==> src/rtl/ns_logic.sv <==
// ---------------------------------------------------------------------------
// ns_logic -- next-state logic for the two-street traffic-light controller.
//
// State encoding {q1,q0}:
//   00 S0  A green / B red      01 S1  A yellow
//   10 S2  B green / A red      11 S3  B yellow
//
// Ports:
//   clk    in   rising-edge clock for ns_q / trans (and the dwell counter)
//   reset  in   asynchronous, active-high; clears ns_q, trans, dwell counter
//   Ta     in   street-A traffic sensor (1 = traffic present)
//   Tb     in   street-B traffic sensor (1 = traffic present)
//   q1,q0  in   present state from the controller's state register
//   d1,d0  out  next state, purely combinational
//   ns_q   out  registered {d1,d0}
//   trans  out  registered flag: sampled next state != sampled present state
//
// Parameter:
//   MIN_GREEN  minimum green dwell in clock cycles (1..255); only has an
//              effect when the optional feature is built in.
//
// Optional feature, macro TL_MIN_GREEN_EN:
//   Adds an 8-bit dwell counter that counts cycles spent in a green state
//   (saturating at MIN_GREEN) and clears in the yellow states. A green state
//   may only be left once the counter has reached MIN_GREEN.
// ---------------------------------------------------------------------------
module ns_logic #(
    parameter int MIN_GREEN = 4
) (
    input  logic       clk,
    input  logic       reset,
    input  logic       Ta,
    input  logic       Tb,
    input  logic       q1,
    input  logic       q0,
    output logic       d1,
    output logic       d0,
    output logic [1:0] ns_q,
    output logic       trans
);

    // Elaboration-time guard on the dwell length.
    if (MIN_GREEN < 1 || MIN_GREEN > 255) begin : g_bad_min_green
        $error("ns_logic: MIN_GREEN must be in 1..255");
    end

    logic [1:0] ns_d;
    logic [1:0] ns_r_q;
    logic       trans_d;
    logic       trans_q;

`ifdef TL_MIN_GREEN_EN
    localparam logic [7:0] MIN_GREEN_C = 8'(MIN_GREEN);

    logic [7:0] cnt_d;
    logic [7:0] cnt_q;
    logic       green;
    logic       done;

    always_comb begin
        // q0 == 0 marks the two green states (S0, S2).
        green = ~q0;
        done  = (cnt_q >= MIN_GREEN_C);

        // Green states hold (d1 = q1) until released; yellows advance.
        d1 = green ? q1 : (q1 ^ q0);
        d0 = (~q1 & ~q0 & ~Ta & done) | (q1 & ~q0 & ~Tb & done);

        // Count dwell in green, saturating once the minimum is reached;
        // yellow states restart the count for the next green.
        if (!green) begin
            cnt_d = 8'd0;
        end else if (done) begin
            cnt_d = cnt_q;
        end else begin
            cnt_d = cnt_q + 8'd1;
        end
    end

    always_ff @(posedge clk or posedge reset) begin
        if (reset) begin
            cnt_q <= 8'd0;
        end else begin
            cnt_q <= cnt_d;
        end
    end
`else
    always_comb begin
        d1 = q1 ^ q0;
        d0 = (~q1 & ~q0 & ~Ta) | (q1 & ~q0 & ~Tb);
    end
`endif

    always_comb begin
        ns_d    = {d1, d0};
        trans_d = (ns_d != {q1, q0});
    end

    // Register stage: debug/state-register copy of the next state.
    always_ff @(posedge clk or posedge reset) begin
        if (reset) begin
            ns_r_q  <= 2'b00;
            trans_q <= 1'b0;
        end else begin
            ns_r_q  <= ns_d;
            trans_q <= trans_d;
        end
    end

    assign ns_q  = ns_r_q;
    assign trans = trans_q;

endmodule

==> config.mk <==
export PLATFORM = sky130hd
export DESIGN_NAME = ns_logic
export DESIGN_NICKNAME = d
export VERILOG_FILES = /design/src/rtl/ns_logic.sv
export SDC_FILE = /design/constraint.sdc
export NUM_CORES = 1
export LEC_CHECK = 0
export ABC_AREA = 1
export BUFFER_PORTS_ARGS = -buffer_cell sky130_fd_sc_hd__buf_2
export CAP_MARGIN = 20
export CELL_PAD_IN_SITES_DETAIL_PLACEMENT = 0
export CELL_PAD_IN_SITES_GLOBAL_PLACEMENT = 1
export CORE_AREA = 4 4 41 43
export DETAILED_ROUTE_END_ITERATION = 12
export DIE_AREA = 0 0 45 47
export PLACE_DENSITY = 0.46
export SLEW_MARGIN = 40
export SYNTH_ARGS = -nofsm -noshare
export SYNTH_HDL_FRONTEND = slang
export SYNTH_SLANG_ARGS = --single-unit
==> constraint.sdc <==
create_clock -name clk -period 0.8 [get_ports clk]
set_input_delay 0.12 -clock clk [delete_from_list [all_inputs] [get_ports clk]]
set_output_delay 0.12 -clock clk [all_outputs]
set_load 0.02 [all_outputs]
==> impl_metrics.json <==
{
  "status": "complete, but fails checks",
  "violations": "negative setup slack",
  "fin_crit_ns": 0.845,
  "post_synth.cell_area_avg_sq_um": 9.72,
  "start_util_pct": 12.7,
  "worst_hold_path_type": "primary input to register",
  "gr-total-overflow": 0,
  "ys_seq_area_share_pct": 45.5,
  "die_x_um": 45,
  "grt_max_degree": 4,
  "vdd_ir_drop_max_mv": 0.391,
  "multi_input_area_sq_um": 104,
  "drv_cap": 0,
  "gp_congestion": 0.639,
  "synth-seq-cells": 3,
  "hold_viol": 0,
  "place_area_sq_um": 262,
  "cts_tree": "built",
  "cp_data_arrival_time_ns": 0.73,
  "rsz0062_at_grt": "true",
  "slowest_stage": "dfrtp_1",
  "final_max_slew_viol_count": 0,
  "postLayoutCellArea_sq_um": 367,
  "fmaxAchievable_mhz": 1180,
  "ant_nets": 0,
  "cts.sink_count": 3,
  "numCtsBuffers": 3,
  "syn_inst": 17,
  "wl_per_cell_um": 8.63,
  "slowest_delay_ns": 0.36,
  "drive_above_1_share_pct": 70.6,
  "setup_viol": 3,
  "tightest_slew_ns": 0.139,
  "area_delta_synth_final_pct": 122,
  "grt.total_usage_pct": 4.99,
  "seq_area_sq_um": 75.1,
  "grt_pass1_wl_um": 641,
  "fillCellCount": 148,
  "clock_path_buffers": 2,
  "grt_pass1_vias": 158,
  "synth_area_sq_um": 165,
  "clk_pin_slew_ns": 0.04,
  "layout.nets": 43,
  "crit_fanout": 1,
  "slew_headroom_pct": 90.7,
  "power_w": 0.000626,
  "initialDrtViolationCount": 0,
  "wirelength_um": 423,
  "worst-path-buf-inv": 1,
  "via_count": 159,
  "critical_path.startpoint_type": "register",
  "drc": 0,
  "io_pins": 11,
  "power.leakage_nw": 0.183,
  "worstPathRequired_ns": 0.68,
  "synth_cell_types": 8,
  "rows": 13,
  "critPathCaptureType": "primary output",
  "cts_root_buf": "clkbuf_4",
  "synth_fp_nets": 25,
  "fin_util_pct": 28.2,
  "diodes": 0,
  "fp.coreArea_sq_um": 1300,
  "setup_slack_ns": -0.0454,
  "post-dp-hpwl_um": 349,
  "preCtsSetupSlack_ns": -0.122,
  "antenna_found_initial": 0,
  "cellPowerDensity_nw_per_um2": 1710,
  "period_share_pct": 106,
  "worstPathCellList": "buf_6",
  "fp.dieH_um": 47,
  "htreeDepth": 1,
  "vias_per_cell": 3.24,
  "drt_pass1_iterations": 1,
  "die_area_sq_um": 2120,
  "crit_family": "flip-flops",
  "yosys_warnings": 0,
  "port_buffers": 10,
  "worstSetupPathType": "register to primary output"
}
[synthesized netlist by cell type (all sizes together)]
cell	number	area, sq um
xnor2	1	8.76
nand2	4	22.5
nand3	2	15.0
dfrtp	3	75.1
ha	2	25.0
inv	5	18.8
[kinds of logic after synthesis]
family | Yosys count | share of synthesized area, %
buffers and inverters | 5 | 11.4
xor gates and xnor gates | 1 | 5.30
adders and majority gates | 2 | 15.1
DFF | 3 | 45.5
and+or+nand+nor | 6 | 22.7
[routing by layer]
| layer | vias to the layer above | global-route usage, % | wire, um |
|---|---|---|---|
| met5 | - | 0 | 0 |
| met4 | 0 | 7.02 | 0 |
| met3 | 0 | 2.30 | 64 |
| met2 | 10 | 6.78 | 208 |
| met1 | 66 | 4.82 | 150 |
| li1 | 83 | - | - |
[flip-flops by register name (all words and copies together) (netlist names)]
| signal | flops |
|---|---|
| ns_q | 2 |
| trans | 1 |
[report_power, final]
part           internal [W]  switching [W]  total, W
Clock              0.000187      0.0000757  0.000262
Combinational      0.000103      0.0000870  0.000190
Sequential         0.000168     0.00000670  0.000174
Total              0.000457       0.000169  0.000626
[layout make-up]
| type | instances | share of cell area (%) |
|---|---|---|
| clock buffers | 4 | 7.17 |
| inverters | 5 | 6.48 |
| multi-input cells | 9 | 28.3 |
| flip-flops and latches | 3 | 20.5 |
| well taps | 15 | 5.12 |
| repair buffers | 13 | 32.4 |
[through the flow]
step | hold slack (ns) | std cells | setup TNS [ns]
after global placement | -0.0190 | 43 | -0.245
after CTS | 0.154 | 48 | -0.212
after detailed placement | -0.00931 | 43 | -0.259
after global routing | 0.173 | 49 | -0.224
final | 0.169 | 49 | -0.129
after floorplan | -0.126 | 17 | 0
[placed cells by master, fill, tap and decap left out, drive strengths merged]
master / count
nand2: 4
ha: 2
xnor2: 1
clkbuf: 4
dfrtp: 3
nand3: 2
buf: 12
dlygate4sd3: 1
inv: 5
[timing repair]
action / 4_1_cts / 5_1_grt
resized for setup: 11 / 8
endpoints found under the setup margin: 5 / 5
endpoints found under the hold margin: 3 / 0
hold buffers: 1 / 0
setup buffers: 0 / 1
pin swaps: 1 / 3
[worst paths after layout]
path	to	start	depth (start not counted)	slack, ns
max	ns_q[0]	ns_q[0]	1	-0.05
min	ns_q[0]	Tb	4	0.17
max in group asynchronous	trans	reset	3	0.37
min in group asynchronous	ns_q[1]	reset	3	0.30
Note: power is estimated with default switching activity, not from simulation.
